[src/rtl/pipe_ctrl.sv]
// Stall/flush/redirect controller for the 5-stage core: merges stage stall
// requests, arbitrates branch vs trap redirects and holds one pending redirect.
module pipe_ctrl #(
  parameter int unsigned ADDR_W = 32,
  parameter int unsigned CNT_W  = 32
) (
  input  logic              clk,
  input  logic              rst,
  input  logic              stallreq_id,
  input  logic              stallreq_ex,
  input  logic              stallreq_mem,
  input  logic              br_ex,
  input  logic [ADDR_W-1:0] bt_ex,
  input  logic              trap_req,
  input  logic [ADDR_W-1:0] trap_vec,
  output logic [4:0]        stall,
  output logic [4:0]        flush,
  output logic              br,
  output logic [ADDR_W-1:0] bt,
  output logic              pending,
  output logic [CNT_W-1:0]  stall_cnt,
  output logic [15:0]       redir_cnt
);

  localparam logic [4:0] STALL_MEM  = 5'b01111;
  localparam logic [4:0] STALL_EX   = 5'b00111;
  localparam logic [4:0] STALL_ID   = 5'b00011;
  localparam logic [4:0] FLUSH_TRAP = 5'b01111;
  localparam logic [4:0] FLUSH_BR   = 5'b00110;

  typedef enum logic [0:0] {RUN, HOLD} state_t;

  state_t            state, state_nx;
  logic              pend_trap, pend_trap_nx;
  logic [ADDR_W-1:0] pend_tgt, pend_tgt_nx;
  logic [4:0]        base_stall, base_flush;
  logic              eff_trap, release_c;
  logic [ADDR_W-1:0] eff_tgt;

  // Highest requesting stage decides both the hold vector and the bubble slot.
  always_comb begin
    base_stall = 5'b00000;
    base_flush = 5'b00000;
    if (stallreq_mem) begin
      base_stall = STALL_MEM;
      base_flush = 5'b10000;
    end else if (stallreq_ex) begin
      base_stall = STALL_EX;
      base_flush = 5'b01000;
    end else if (stallreq_id) begin
      base_stall = STALL_ID;
      base_flush = 5'b00100;
    end
  end

  // A trap arriving while a branch is held replaces it (the trap is older).
  assign eff_trap  = pend_trap | trap_req;
  assign eff_tgt   = (trap_req && !pend_trap) ? trap_vec : pend_tgt;
  assign release_c = eff_trap ? !stallreq_mem : (!stallreq_ex && !stallreq_mem);

  always_comb begin
    state_nx     = state;
    pend_trap_nx = pend_trap;
    pend_tgt_nx  = pend_tgt;
    stall        = base_stall;
    flush        = base_flush;
    br           = 1'b0;
    bt           = '0;
    pending      = 1'b0;
    unique case (state)
      RUN: begin
        if (trap_req && !stallreq_mem) begin
          br    = 1'b1;
          bt    = trap_vec;
          stall = 5'b00000;
          flush = FLUSH_TRAP;
        end else if (trap_req) begin
          pend_trap_nx = 1'b1;
          pend_tgt_nx  = trap_vec;
          state_nx     = HOLD;
          pending      = 1'b1;
        end else if (br_ex && !stallreq_ex && !stallreq_mem) begin
          br    = 1'b1;
          bt    = bt_ex;
          stall = 5'b00000;
          flush = FLUSH_BR;
        end else if (br_ex) begin
          pend_trap_nx = 1'b0;
          pend_tgt_nx  = bt_ex;
          state_nx     = HOLD;
          pending      = 1'b1;
        end
      end
      HOLD: begin
        if (release_c) begin
          br           = 1'b1;
          bt           = eff_tgt;
          stall        = 5'b00000;
          flush        = eff_trap ? FLUSH_TRAP : FLUSH_BR;
          pend_trap_nx = 1'b0;
          pend_tgt_nx  = '0;
          state_nx     = RUN;
        end else begin
          pending      = 1'b1;
          pend_trap_nx = eff_trap;
          pend_tgt_nx  = eff_tgt;
        end
      end
      default: state_nx = RUN;
    endcase
  end

  always_ff @(posedge clk or negedge rst) begin
    if (!rst) begin
      state     <= RUN;
      pend_trap <= 1'b0;
      pend_tgt  <= '0;
    end else begin
      state     <= state_nx;
      pend_trap <= pend_trap_nx;
      pend_tgt  <= pend_tgt_nx;
    end
  end

  // Performance counters: stall cycles saturate, redirects wrap.
  always_ff @(posedge clk or negedge rst) begin
    if (!rst) begin
      stall_cnt <= '0;
      redir_cnt <= '0;
    end else begin
      if (stall[0] && (stall_cnt != {CNT_W{1'b1}}))
        stall_cnt <= stall_cnt + CNT_W'(1);
      if (br)
        redir_cnt <= redir_cnt + 16'd1;
    end
  end

endmodule

[config.mk]
export PLATFORM = sky130hd
export DESIGN_NAME = pipe_ctrl
export DESIGN_NICKNAME = d
export VERILOG_FILES = /design/src/rtl/pipe_ctrl.sv
export SDC_FILE = /design/constraint.sdc
export NUM_CORES = 1
export LEC_CHECK = 0
export BUFFER_PORTS_ARGS = -buffer_cell sky130_fd_sc_hd__buf_2
export CELL_PAD_IN_SITES_DETAIL_PLACEMENT = 0
export CELL_PAD_IN_SITES_GLOBAL_PLACEMENT = 2
export CORE_MARGIN = 2
export CORE_UTILIZATION = 25
export CTS_CLUSTER_SIZE = 10
export DETAILED_ROUTE_END_ITERATION = 6
export PLACE_DENSITY = 0.76
export SYNTH_ARGS = -nofsm -noshare
export SYNTH_HDL_FRONTEND = slang
export SYNTH_SLANG_ARGS = --single-unit
[constraint.sdc]
create_clock -name clk -period 4 [get_ports clk]
set_input_delay 0 -clock clk [delete_from_list [all_inputs] [get_ports clk]]
set_output_delay 0 -clock clk [all_outputs]
set_load 0.02 [all_outputs]
---- Word level (Yosys, flattened, before mapping) ----
Cells that the tools add are included.
storage, ports and cells
  flip-flop bits (word level) ............. 82
  bits of input ports ..................... 71
  output and inout port bits .............. 92
  word-level logic and storage cells ...... 70
cells by class
  add/subtract/negate cells ............... 2
  eq/ne operators ......................... 4
  multiplexer cells ....................... 47
  bitwise gates (word level) .............. 2
  reductions and logical operators ........ 10
operators by type and width
  operator                 count
  $mux W32                 10
  $pmux W32 S2             2
  $mux W5                  10
  $add A32 B1 Y32 const B  1
  $ne A32 B32 Y1 const B   1
  $pmux W5 S2              2
  $add A16 B1 Y16 const B  1
  $mux W1                  15
  $mux W4                  2
  $logic_and A1 B1 Y1      6
  $mux W3                  2
  $ne A3 B3 Y1 const B     2
  $pmux W1 S2              3
  $logic_not A1 Y1         3
  $reduce_and A3 Y1        1
  $mux W2                  1
  $ne A2 B2 Y1 const B     1
  $not A1 Y1               1
  $or A1 B1 Y1             1

---- Depth between registers and ports, before layout ----
  depth in word-level cells ............... 8
  mapped depth ............................ 7
  depth with buffers taken out ............ 6

---- Worst setup path before layout ----
Ideal clock, no wire load.
  path kind ............................... register to register
  start ................................... register stall_cnt[0]
  end ..................................... register stall_cnt[1]
  setup time .............................. 125 ps
  arrival ................................. 2108 ps
  data required time ...................... 3875 ps
  setup slack ............................. 1768 ps
  stages on the path, launching flop included .. 7
  path buffers ............................ 0
  period minus slack after synthesis ...... 2232 ps
  cell sequence ........................... dfrtp_1 ha_1 nand4_1 nor3_2 or4b_4 nand2_1 mux2_2
on the way
  longest elaborated chain between the ends .. 2
  elaborated cells between the ends (all ways) .. 3
  classes of those cells .................. 1 x add/sub; 1 x eq/ne; 1 x reduce/logical
ends and longest elaborated chain
  element                                                  RTL line  RTL
  start: declaration                                       21        output logic [CNT_W-1:0] stall_cnt,
  start signal: assignment                                 132       stall_cnt <= stall_cnt + CNT_W'(1);
  branches (longest 2 deep; another with $add A32 B1 Y32)  n/a
Parallel ways; which one is timed is not known.
A chain may end at the register's enable or synchronous reset.

---- Final worst setup path ----
  start ................................... register pend_trap
  end ..................................... output port bt[31]
on the way
  longest elaborated chain between the ends .. 5
  elaborated cells between the ends (all ways) .. 7
  classes of those cells .................. 4 x mux; 1 x bitwise; 2 x reduce/logical
ends and longest elaborated chain
  element                   RTL line  RTL
  start: declaration        34        logic pend_trap, pend_trap_nx;
  start signal: assignment  120       pend_trap <= pend_trap_nx;
  $logic_not A1 Y1          58        assign eff_tgt = (trap_req && !pend_trap) ? trap_vec : pend_tgt;
  $logic_and A1 B1 Y1       58
  $mux W32                  58
  $mux W32 (*)              95        if (release_c) begin
  $pmux W32 S2 (*)          70        unique case (state)
  end: declaration          19        output logic [ADDR_W-1:0] bt,
Mark *: on every way between the ends. The rest lies on a longest branch, timed or not.

==> results.toml <==
[power]
swShare_pct = 34.35
p_per_area_nw_per_um2 = 429.2
pwr-share-clk_pct = 31.3
p_comb_share_pct = 28.0
totalPowerFinal_mw = 2.747
leakage_nw = 3.001
p_seq_share_pct = 40.7
max-vdd-ir-drop_mv = 0.1730
p_sw_mw = 0.9436
internal_power_mw = 1.804

[grt]
grt_pass1_wl_um = 25760
grt_pass1_vias = 4740
grt_start_max_net_pins = 83
grt_remaining_overflow = 0
grtUsageTotal_pct = 15.11
antenna_found_initial = 0

[timing]
worst_pin_slew_ns = 1.220
rsz0062_at_grt = "no"
timing.fmax_ghz = 0.3892
setup_violations = 0
setup_ws_ns = 1.430
slew-limit-headroom_pct = 18.69
clock_skew_ns = 0.006547
fin_crit_ns = 2.570
final-hold-violation-count = 0
setup-tns-final_ns = 0
fin_crit_sh_pct = 64.24
whs_ns = 0.01496
final-max-slew-violation-count = 0

[route]
drt-total-wl_um = 15890
first_pass_iters = 4
antenna_left = 0
drc_errors = 0
routed_via_density = 5.048
wl_per_cell_um = 17.21
num_vias = 4659
drt-initial-drc-count = 247

[cells_and_area]
area_growth_pct = 28.45
post-route-cell-area_sq_um = 6401
fin_nets = 726
n_antenna_cell = 0
post-route-util_pct = 32.78
layout-drive-gt1-share_pct = 31.31
fin_cells = 923

[place]
post-place-ws_ns = 1.505
io_buffers = 161
place_area_sq_um = 6032
post-dp-hpwl_um = 10720
gp_congestion = 0.7570
dp.cells = 900

[worst_setup_path]
rrSetupSlack_ns = 1.49
cp.arrival_ns = 2.57
worstSetupEndpointType = "primary output"
crit_chain = "o211a_1 -> a222oi_1 -> inv_1 -> buf_2"
critical_path_class = "flip-flop to primary output"
cp.required_ns = 4.00
path_max_fanout = 32
max_stage_delay_ns = 1.04
crit_path_top_delay_cell = "o211a_1"
worst_setup_path_start_kind = "flip-flop"

[hold_path]
hold_class = "primary input to flip-flop"

[yosys]
synth.top_cell.area_share_pct = 41.17
synth.avg_cell_area_sq_um = 9.868
synth_most_common_cell = "dfrtp_1"
syn_nets = 578
ys_seq_area_share_pct = 41.17
yosysUniqueCellTypes = 60
synth_edf_count = 0
syn-cell-area_sq_um = 4984
ys.flop_type = "dfrtp_1"
synth_top_area_cell = "dfrtp_1"
yosys_warnings = 0
ys_top_cells_by_count = "82 x dfrtp_1, 46 x nand2_1, 35 x o21ai_0"
postSynthCellCount = 505
synthTopCellsByArea = "dfrtp_1 41%, mux2i_1 6.4%, a221o_1 5.8%, xnor2_1 5.8%, a22o_1 5.6%"
ys_ff_latch = 82
ys_async_sr_fraction_pct = 100.0

[clock_network]
path_clk_slew_ns = 0.06
cts_resized = 0
root_buffer = "clkbuf_16"
numClockSinks = 82
max-clock-path-buffers = 2
h-tree-depth = 3
post_cts_buffers = 0
cts_tree = "built"
cts_made_buffers = 9
insertion_delay_ns = 0.34

[floorplan]
die_h_um = 145.2
die_area_sq_um = 21080
rows = 51
dieWidth_um = 145.2
start_util_pct = 25.52
core_area_sq_um = 19530
ios = 163

[outcome]
status = "completed"

[run]
maxCapViolCount = 0
## routing by layer
metal	share of wire, %	vias to the layer above	routed length [um]	track usage, %
met4	1.6	0	255	5.931
met2	48	130	7570	24.48
met5	0	-	0	0
li1	-	2198	-	-
met3	5.3	19	845	3.711
met1	45	2312	7218	19.42
## logic make-up after synthesis
kind of cell / Yosys count / share of synthesized area, %
flops: 82 / 41.18
simple gates: 161 / 18.55
mux: 36 / 7.331
xor+xnor: 40 / 7.030
other cells: 1 / 0.07525
buf+inv: 49 / 4.293
fa+ha+maj: 2 / 0.5021
compound gates: 134 / 21.04
## critical path, delay by kind of cell (launching register included)
kind	cells	cell delay (ns)
DFF	1	0.59
buffers and inverters	2	0.29
AOI/OAI and AO/OA	2	1.33
## power by group through the flow
stage | Sequential (mW) | Clock [mW] | Combinational [mW]
2_1_floorplan | 1.18 | 0 | 0.416
3_3_place_gp | 1.12 | 0 | 0.762
3_5_place_dp | 1.13 | 0 | 0.773
4_1_cts | 1.12 | 0.892 | 0.781
5_1_grt | 1.14 | 0.918 | 0.840
6_report | 1.12 | 0.860 | 0.769
## flip-flops by register name, indices dropped and copies added, names as in the netlist
| register | count |
|---|---|
| pend_tgt | 32 |
| stall_cnt | 32 |
| state | 1 |
| redir_cnt | 16 |
| pend_trap | 1 |
## path summary, 6_finish.rpt
| path | startpoint | endpoint | cells past startpoint |
|---|---|---|---|
| min in group asynchronous | rst | pend_tgt[12] | 2 |
| max reg2reg | stall_cnt[0] | stall_cnt[1] | 6 |
| min | trap_vec[10] | pend_tgt[10] | 4 |
| max in group asynchronous | rst | redir_cnt[10] | 2 |
| max | pend_trap | bt[31] | 4 |
| min reg2reg | redir_cnt[15] | redir_cnt[15] | 1 |
## cell type report
cell class | instances | area [sq um]
inverter | 11 | 41.29
timing repair buffer | 175 | 930.9
clock inverter | 2 | 35.03
multi-input combinational | 374 | 2746
clock buffer | 14 | 264.0
fill | 2094 | 13130
sequential | 82 | 2052
tap | 265 | 331.6
## cell usage in the layout (no fill, tap or decap), types with 9 or more instances in the layout
cell         n
buf_2      160
dfrtp_1     82
nand2_1     46
o21ai_0     35
xnor2_1     33
mux2i_1     32
a22o_1      32
nor3b_1     30
a221o_1     29
nor2_1      18
nand3_1     18
nand4_1     15
a21oi_1     11
inv_1        9
clkbuf_16    9
## what timing repair did
action	4_1_cts	5_1_grt
setup endpoints to repair	0	0
hold endpoints to repair	88	0
hold buffers	7	0
(Power assumes the default switching activity.)
